## src/rtl/key_pkg.sv

```systemverilog
// Shared state encoding and default timing constants for the key click classifier.
package key_pkg;

  localparam int unsigned TIMER_W = 26;

  localparam logic [25:0] LONG_MAX = 26'd49_999_999;
  localparam logic [23:0] GAP_MAX  = 24'd14_999_999;
  localparam logic [19:0] REL_MAX  = 20'd999_999;

  typedef enum logic [2:0] {
    IDLE     = 3'd0,
    HOLD1    = 3'd1,
    GAP      = 3'd2,
    HOLD2    = 3'd3,
    WAIT_REL = 3'd4
  } state_e;

endpackage

```

## src/rtl/key_release_det.sv

```systemverilog
// Synchronises the raw active-low key line and flags a release once it has stayed high
// for REL_MAX cycles.
module key_release_det #(
  parameter logic [19:0] REL_MAX = key_pkg::REL_MAX
) (
  input  logic clk_50,
  input  logic rst,
  input  logic key_in,
  output logic rel_pulse
);

  logic        sync1_q, sync2_q;
  logic [19:0] cnt_q, cnt_d;

  always_ff @(posedge clk_50) begin
    if (rst) begin
      sync1_q <= 1'b0;
      sync2_q <= 1'b0;
      cnt_q   <= '0;
    end else begin
      sync1_q <= key_in;
      sync2_q <= sync1_q;
      cnt_q   <= cnt_d;
    end
  end

  // Saturating at REL_MAX means the pulse fires once per release, never repeatedly.
  always_comb begin
    cnt_d = cnt_q;
    if (!sync2_q) begin
      cnt_d = '0;
    end else if (cnt_q < REL_MAX) begin
      cnt_d = cnt_q + 20'd1;
    end
  end

  assign rel_pulse = (cnt_q == (REL_MAX - 20'd1));

endmodule

```

## src/rtl/key_click_classifier.sv

```systemverilog
// Classifies debounced key gestures into single click, double click or long press,
// emitting one registered pulse per gesture.
module key_click_classifier #(
  parameter logic [25:0] LONG_MAX = key_pkg::LONG_MAX,
  parameter logic [23:0] GAP_MAX  = key_pkg::GAP_MAX,
  parameter logic [19:0] REL_MAX  = key_pkg::REL_MAX
) (
  input  logic clk_50,
  input  logic rst,
  input  logic key_flag,
  input  logic key_in,
  output logic single_click,
  output logic double_click,
  output logic long_press,
  output logic busy
);

  import key_pkg::*;

  state_e               state_q, state_d;
  logic [TIMER_W-1:0]   timer_q, timer_d;
  logic                 single_q, single_d;
  logic                 double_q, double_d;
  logic                 long_q, long_d;
  logic                 rel_pulse;
  logic                 long_hit, gap_hit;

  key_release_det #(
    .REL_MAX (REL_MAX)
  ) u_release_det (
    .clk_50    (clk_50),
    .rst       (rst),
    .key_in    (key_in),
    .rel_pulse (rel_pulse)
  );

  assign long_hit = (timer_q == LONG_MAX);
  assign gap_hit  = (timer_q == {2'b00, GAP_MAX});

  always_comb begin
    state_d  = state_q;
    single_d = 1'b0;
    double_d = 1'b0;
    long_d   = 1'b0;
    unique case (state_q)
      IDLE: begin
        if (key_flag) state_d = HOLD1;
      end
      HOLD1: begin
        // Long press takes priority over a release landing on the same cycle.
        if (long_hit) begin
          long_d  = 1'b1;
          state_d = WAIT_REL;
        end else if (rel_pulse) begin
          state_d = GAP;
        end
      end
      GAP: begin
        // A second press on the timeout cycle still forms a double click.
        if (key_flag) begin
          state_d = HOLD2;
        end else if (gap_hit) begin
          single_d = 1'b1;
          state_d  = IDLE;
        end
      end
      HOLD2: begin
        if (rel_pulse) begin
          double_d = 1'b1;
          state_d  = IDLE;
        end
      end
      WAIT_REL: begin
        if (rel_pulse) state_d = IDLE;
      end
      default: state_d = IDLE;
    endcase
  end

  always_comb begin
    timer_d = timer_q + TIMER_W'(1);
    if (state_d != state_q) timer_d = '0;
  end

  always_ff @(posedge clk_50) begin
    if (rst) begin
      state_q  <= IDLE;
      timer_q  <= '0;
      single_q <= 1'b0;
      double_q <= 1'b0;
      long_q   <= 1'b0;
    end else begin
      state_q  <= state_d;
      timer_q  <= timer_d;
      single_q <= single_d;
      double_q <= double_d;
      long_q   <= long_d;
    end
  end

  assign single_click = single_q;
  assign double_click = double_q;
  assign long_press   = long_q;
  assign busy         = (state_q != IDLE);

endmodule
```

## config.mk

```make
export PLATFORM = sky130hd
export DESIGN_NAME = key_click_classifier
export DESIGN_NICKNAME = d
export VERILOG_FILES = /design/src/rtl/key_pkg.sv /design/src/rtl/key_release_det.sv /design/src/rtl/key_click_classifier.sv
export SDC_FILE = /design/constraint.sdc
export NUM_CORES = 1
export LEC_CHECK = 0
export CELL_PAD_IN_SITES_DETAIL_PLACEMENT = 1
export CELL_PAD_IN_SITES_GLOBAL_PLACEMENT = 1
export CORE_UTILIZATION = 42
export CTS_CLUSTER_SIZE = 10
export DETAILED_ROUTE_END_ITERATION = 16
export GPL_TIMING_DRIVEN = 1
export PLACE_DENSITY = 0.81
export SLEW_MARGIN = 15
export SYNTH_ARGS = -nofsm -noshare
export SYNTH_HDL_FRONTEND = slang
export SYNTH_SLANG_ARGS = --single-unit
```

## constraint.sdc

```tcl
create_clock -name clk_50 -period 2.3 [get_ports clk_50]
set_input_delay 0.46 -clock clk_50 [delete_from_list [all_inputs] [get_ports clk_50]]
set_output_delay 0.46 -clock clk_50 [all_outputs]
set_load 0.01 [all_outputs]
```

Yosys cells after proc, flatten, opt, wreduce, memory -nomap -nowiden
Index checks and enable logic that the tools add are counted.

storage, ports and cells
  flip-flop bits (word level) = 54
  latch bits = 0
  memory bits (writable) = 0
  ROM bits = 0
  input bits = 4
  output and inout port bits = 4
  memories = 0

cells by class
  $add $sub $neg = 2
  multiply operators = 0
  div/mod/pow operators = 0
  order comparisons = 1
  equality and inequality tests = 8
  shift operators = 0
  muxes and demuxes = 10
  bitwise operators = 4
  reduce and logical (&&, ||, !) cells = 8

operators by type and width
  kind                     number
  $add A26 B1 Y26 const B  1
  $eq A26 B24 Y1 const B   1
  $eq A26 B26 Y1 const B   1
  $add A20 B1 Y20 const B  1
  $eq A20 B20 Y1 const B   1
  $lt A20 B20 Y1 const B   1
  $mux W3                  6
  $pmux W3 S4              1
  $reduce_or A2 Y1         5
  $eq A3 B2 Y1 const B     2
  $not A1 Y1               4
  $eq A3 B1 Y1 const B     1
  $eq A3 B3 Y1 const B     1
  $logic_not A3 Y1         1
  $mux W1                  3
  $ne A3 B3 Y1             1
  $reduce_bool A3 Y1       1
  $reduce_or A3 Y1         1

Longest topological paths before layout
  word-level depth = 6
  gate-level depth with buffers = 9
  mapped depth without buffers = 8

Modules after synthesis
Synthesis repeated with hierarchy kept, for this count alone.

second synthesis, totals
  cell total of the unflattened synthesis = 318
  area, all modules = 2820.2 sq um

by module, submodules not included
  module                times used  cells each  area each (sq um)
  key_click_classifier  1           177         1660.3
  key_release_det       1           141         1159.9

Worst setup path before layout
OpenSTA, ideal clock, no wires.

  kind = register -> register
  start point = register u_release_det.cnt_q[11]
  end point = register timer_q[15]
  arrival = 2057 ps
  path slack = 129 ps
  stages on the path, launching flop included = 8
  cells stage by stage = dfxtp_1 -> or4_4 -> nor4_4 -> a221oi_1 -> o31ai_2 -> o21bai_2 -> buf_6 -> nor2_1

on the way
  word-level cells in the longest chain between the ends = 6
  elaborated cells on any way between the ends = 7
  classes of those cells = eq/ne (2); mux (4); reduce/logical (1)

RTL lines
  item                            line                        source
  from (decl)                     key_release_det.sv:13       logic [19:0] cnt_q, cnt_d;
  from (signal assigned)          key_release_det.sv:23       cnt_q <= cnt_d;
  $eq A20 B20 Y1 (*)              key_release_det.sv:37       assign rel_pulse = (cnt_q == (REL_MAX - 20'd1));
  $mux W3                         key_click_classifier.sv:54  end else if (rel_pulse) begin
  $mux W3                         key_click_classifier.sv:51  if (long_hit) begin
  $pmux W3 S4 (*)                 key_click_classifier.sv:45  unique case (state_q)
  $ne A3 B3 Y1 (*)                key_click_classifier.sv:82  if (state_d != state_q) timer_d = '0;
  $reduce_or A2 Y1 (no line) (*)  --
  to (signal assigned)            key_click_classifier.sv:94  timer_q <= timer_d;
  to (decl)                       key_click_classifier.sv:21  logic [TIMER_W-1:0] timer_q, timer_d;

Mark *: on every way between the ends. The rest lies on a longest branch, timed or not.
A chain may end at the register's enable or synchronous reset.

Worst setup path after layout
  start point = register timer_q[0]
  end point = register state_q[2]

on the way
  word-level cells in the longest chain between the ends = 4
  elaborated cells on any way between the ends = 6
  classes of those cells = eq/ne (2); mux (4)

RTL lines
  item                  line                        source
  $eq A26 B24 Y1        key_click_classifier.sv:38  assign gap_hit = (timer_q == {2'b00, GAP_MAX});
  $mux W3               key_click_classifier.sv:62  end else if (gap_hit) begin
  $mux W3               key_click_classifier.sv:60  if (key_flag) begin
  $pmux W3 S4 (*)       key_click_classifier.sv:45
  to (signal assigned)  key_click_classifier.sv:93  state_q <= state_d;
  to (decl)             key_click_classifier.sv:20  state_e state_q, state_d;

Marks and branches as above.

==> metrics.yaml <==
critical_path:
  crit_type: "flop to flop"
  crit_chain: "ha_1 -> nor2b_1 -> nand4_1 -> nor4_1 -> buf_4 -> nand3_1 -> a211oi_1"
  critPathMaxFanout: 4
  reg2reg_slack_ps: 140
  worstSetupStartpoint: "timer_q[0]"
  worstSetupEndpoint: "state_q[2]"
  reg2reg_depth: 7
  endpoint_kind: "flop"
  start_kind: "flop"
  rr_startpoint: "timer_q[0]"
  rr_endpoint: "state_q[2]"
  required_ps: 2530
  slowest_stage: "nor4_1"
  crit_arrival_ps: 2390
  slowest_delay_ps: 510
power_and_ir_drop:
  vdd_ir_drop_max_v: 0.000236
  p_total_mw: 1.65
  powerDensity_nw_per_um2: 546
  p_int_mw: 1.30
  switching_share: 0.215
  p_seq_frac: 0.573
  p_leak_nw: 1.03
  combPwrFrac: 0.037
  power_frac_clock: 0.390
  p_sw_mw: 0.356
placement:
  dp_cells: 392
  portBuffers: 7
  dp_hpwl_mm: 4.57
  finalWeightedCongestion: 0.806
floorplanning:
  die_x_um: 80.2
  chipHeight_um: 80.2
  dieArea_um2: 6440
  initial_utilization: 0.434
  row_count: 28
  fp.coreArea_um2: 5920
  ios: 8
route:
  routedWlPerCell_um: 15.7
  drtAntennaViolNets: 0
  drtPass1Iterations: 4
  drt-total-wl_mm: 6.31
  dr.first_iter.drc_count: 100
  viasPerCell: 5.61
  drc: 0
  vias: 2250
grt:
  grt_usage: 0.210
  grt_max_degree: 21
  overflow: 0
  antenna_found_initial: 0
  grt_pass1_vias: 2169
  grt_pass1_wl_mm: 10.4
timing:
  worst_pin_slew_ps: 464
  fmax_mhz: 463
  fin_skew_ps: 3.74
  drv_slew: 0
  tns_ps: 0
  timing.final.crit_share: 0.938
  rsz0062_at_grt: "false"
  hold-worst-slack_ps: 460
  min_period_ps: 2160
  setup_violations: 0
  hold_viol: 0
  slew_headroom: 0.688
finish:
  post-route-util: 0.511
  drive_above_1_share: 0.123
  syn_to_final_growth_pct: 17.6
  layout.cells.non_filler: 401
  insertedDiodeCount: 0
  fin_nets: 332
clock_network:
  clk_path_buf_depth: 2
  cts_tree: "yes"
  htree_num_levels: 2
  hold_buffers: 0
  cts_sinks: 54
  clk_pin_slew_ps: 100
  clock_latency_ps: 310
  root_buffer: "clkbuf_8"
  cts_made_buffers: 5
synthesis:
  synthesis.area_um2: 2570
  ys_seq_area_frac: 0.420
  ys.flop_type: "dfxtp_1"
  synthCells: 297
  synth_warnings: 0
  synth_edf_count: 0
  avgSynthCellArea_um2: 8.66
  synth_cell_types: 43
  syn-num-nets: 304
  synthArstFlopShare: 0
  synth-seq-cells: 54
min_path:
  worstHoldStart: "u_release_det.sync1_q"
  hold_class: "flop to flop"
job:
  drv_cap: 0
status:
  status: "finished clean"
power by group through the flow:
stage / sequential, mW / clock [mW] / combinational (mW)
after floorplan: 0.966 / 0 / 0.0359
after global placement: 0.968 / 0 / 0.0598
after detailed placement: 0.968 / 0 / 0.0614
after CTS: 0.946 / 0.652 / 0.0619
after global routing: 0.948 / 0.688 / 0.0685
final: 0.946 / 0.643 / 0.0616
how the worst min path moves through the flow:
stage | end | slack (ps) | cells after the start
after detailed placement | u_release_det.sync2_q | 450 | 1
final | u_release_det.sync2_q | 460 | 1
after CTS | u_release_det.sync2_q | 470 | 1
after floorplan | u_release_det.sync2_q | 410 | 1
after global routing | u_release_det.sync2_q | 480 | 1
after global placement | timer_q[0] | 440 | 1
cells in the mapped netlist (2+ instances only):
master | n | area, um2
a211oi_1 | 2 | 15.0
clkbuf_1 | 8 | 30.0
nor2b_1 | 5 | 31.3
xnor2_1 | 10 | 87.6
o2111ai_1 | 6 | 52.6
nor3_1 | 5 | 25.0
ha_1 | 3 | 37.5
o21ai_0 | 5 | 25.0
and2_1 | 2 | 12.5
nand3b_1 | 2 | 15.0
nor4_1 | 2 | 12.5
a21oi_1 | 5 | 25.0
and4_1 | 6 | 52.6
or4_1 | 2 | 15.0
nand3_1 | 18 | 90.1
or3_1 | 7 | 43.8
o211ai_1 | 5 | 37.5
xor2_1 | 28 | 245
a31oi_1 | 2 | 12.5
nand4_1 | 9 | 56.3
inv_1 | 5 | 18.8
buf_2 | 2 | 10.0
nor2_1 | 60 | 225
nor4bb_1 | 3 | 30.0
dfxtp_1 | 54 | 1080
nand2_1 | 16 | 60.1
and3_1 | 9 | 56.3
metrics by stage:
step                      cell area, um2  setup slack, ps
final                               3020              142
after global routing                3020             15.1
after CTS                           2980             17.6
after detailed placement            2880             47.3
after global placement              2880             95.2
after floorplan                     2570              129
metal layers:
metal	GRT usage	part of all wire
met1	0.271	0.48
met2	0.345	0.47
met3	0.0420	0.025
met4	0.0750	0.021
met5	0	0
area by class of cell:
cell class	count	area, um2
inverters	5	18.8
clock inverters	1	30.0
repair buffers	32	270
flip-flops and latches	54	1080
well taps	75	93.8
multi-input cells	227	1450
clock buffers	7	76.3
fillers	715	2900
cell families (layout without fill, tap and decap cells):
| kind of cell | Yosys count | count (layout) | share of synthesized area |
|---|---|---|---|
| XOR/XNOR | 38 | 38 | 0.129 |
| buffers and inverters | 16 | 45 | 0.0273 |
| flip-flops | 54 | 54 | 0.420 |
| AND/OR/NAND/NOR | 150 | 150 | 0.301 |
| adder cells (fa/ha/maj) | 3 | 3 | 0.0146 |
| AO/OA/AOI/OAI | 36 | 36 | 0.108 |
cell usage in the layout (no fill, tap or decap), types with 6 or more instances in the layout:
cell / Yosys / routed
nand3_1: 18 / 18
o2111ai_1: 6 / 6
clkdlybuf4s50_1: 0 / 7
dfxtp_1: 54 / 54
and3_1: 9 / 9
and4_1: 6 / 6
xnor2_1: 10 / 10
nand2_1: 16 / 16
or3_1: 7 / 7
xor2_1: 28 / 28
nor2_1: 60 / 60
nand4_1: 9 / 9
buf_4: 0 / 24
registers in the layout, summed over array words and instances, names as in the netlist:
| name | flops |
|---|---|
| timer_q | 26 |
| u_release_det.sync1_q | 1 |
| single_click | 1 |
| double_click | 1 |
| long_press | 1 |
| u_release_det.cnt_q | 20 |
| u_release_det.sync2_q | 1 |
| state_q | 3 |
worst max-delay path: cells and delay by family (launching register included):
kind                       cells  cell delay, ps
adders and majority gates      1             260
buffers and inverters          1             200
AOI/OAI and AO/OA              1             240
and+or+nand+nor                4             980
DFF                            1             390
what timing repair did:
action | in CTS | in global routing
resized for setup | 0 | 4
hold endpoints to repair | 0 | 0
buffers inserted | 0 | 1
endpoints found under the setup margin | 0 | 32
(Power assumes the default switching activity.)
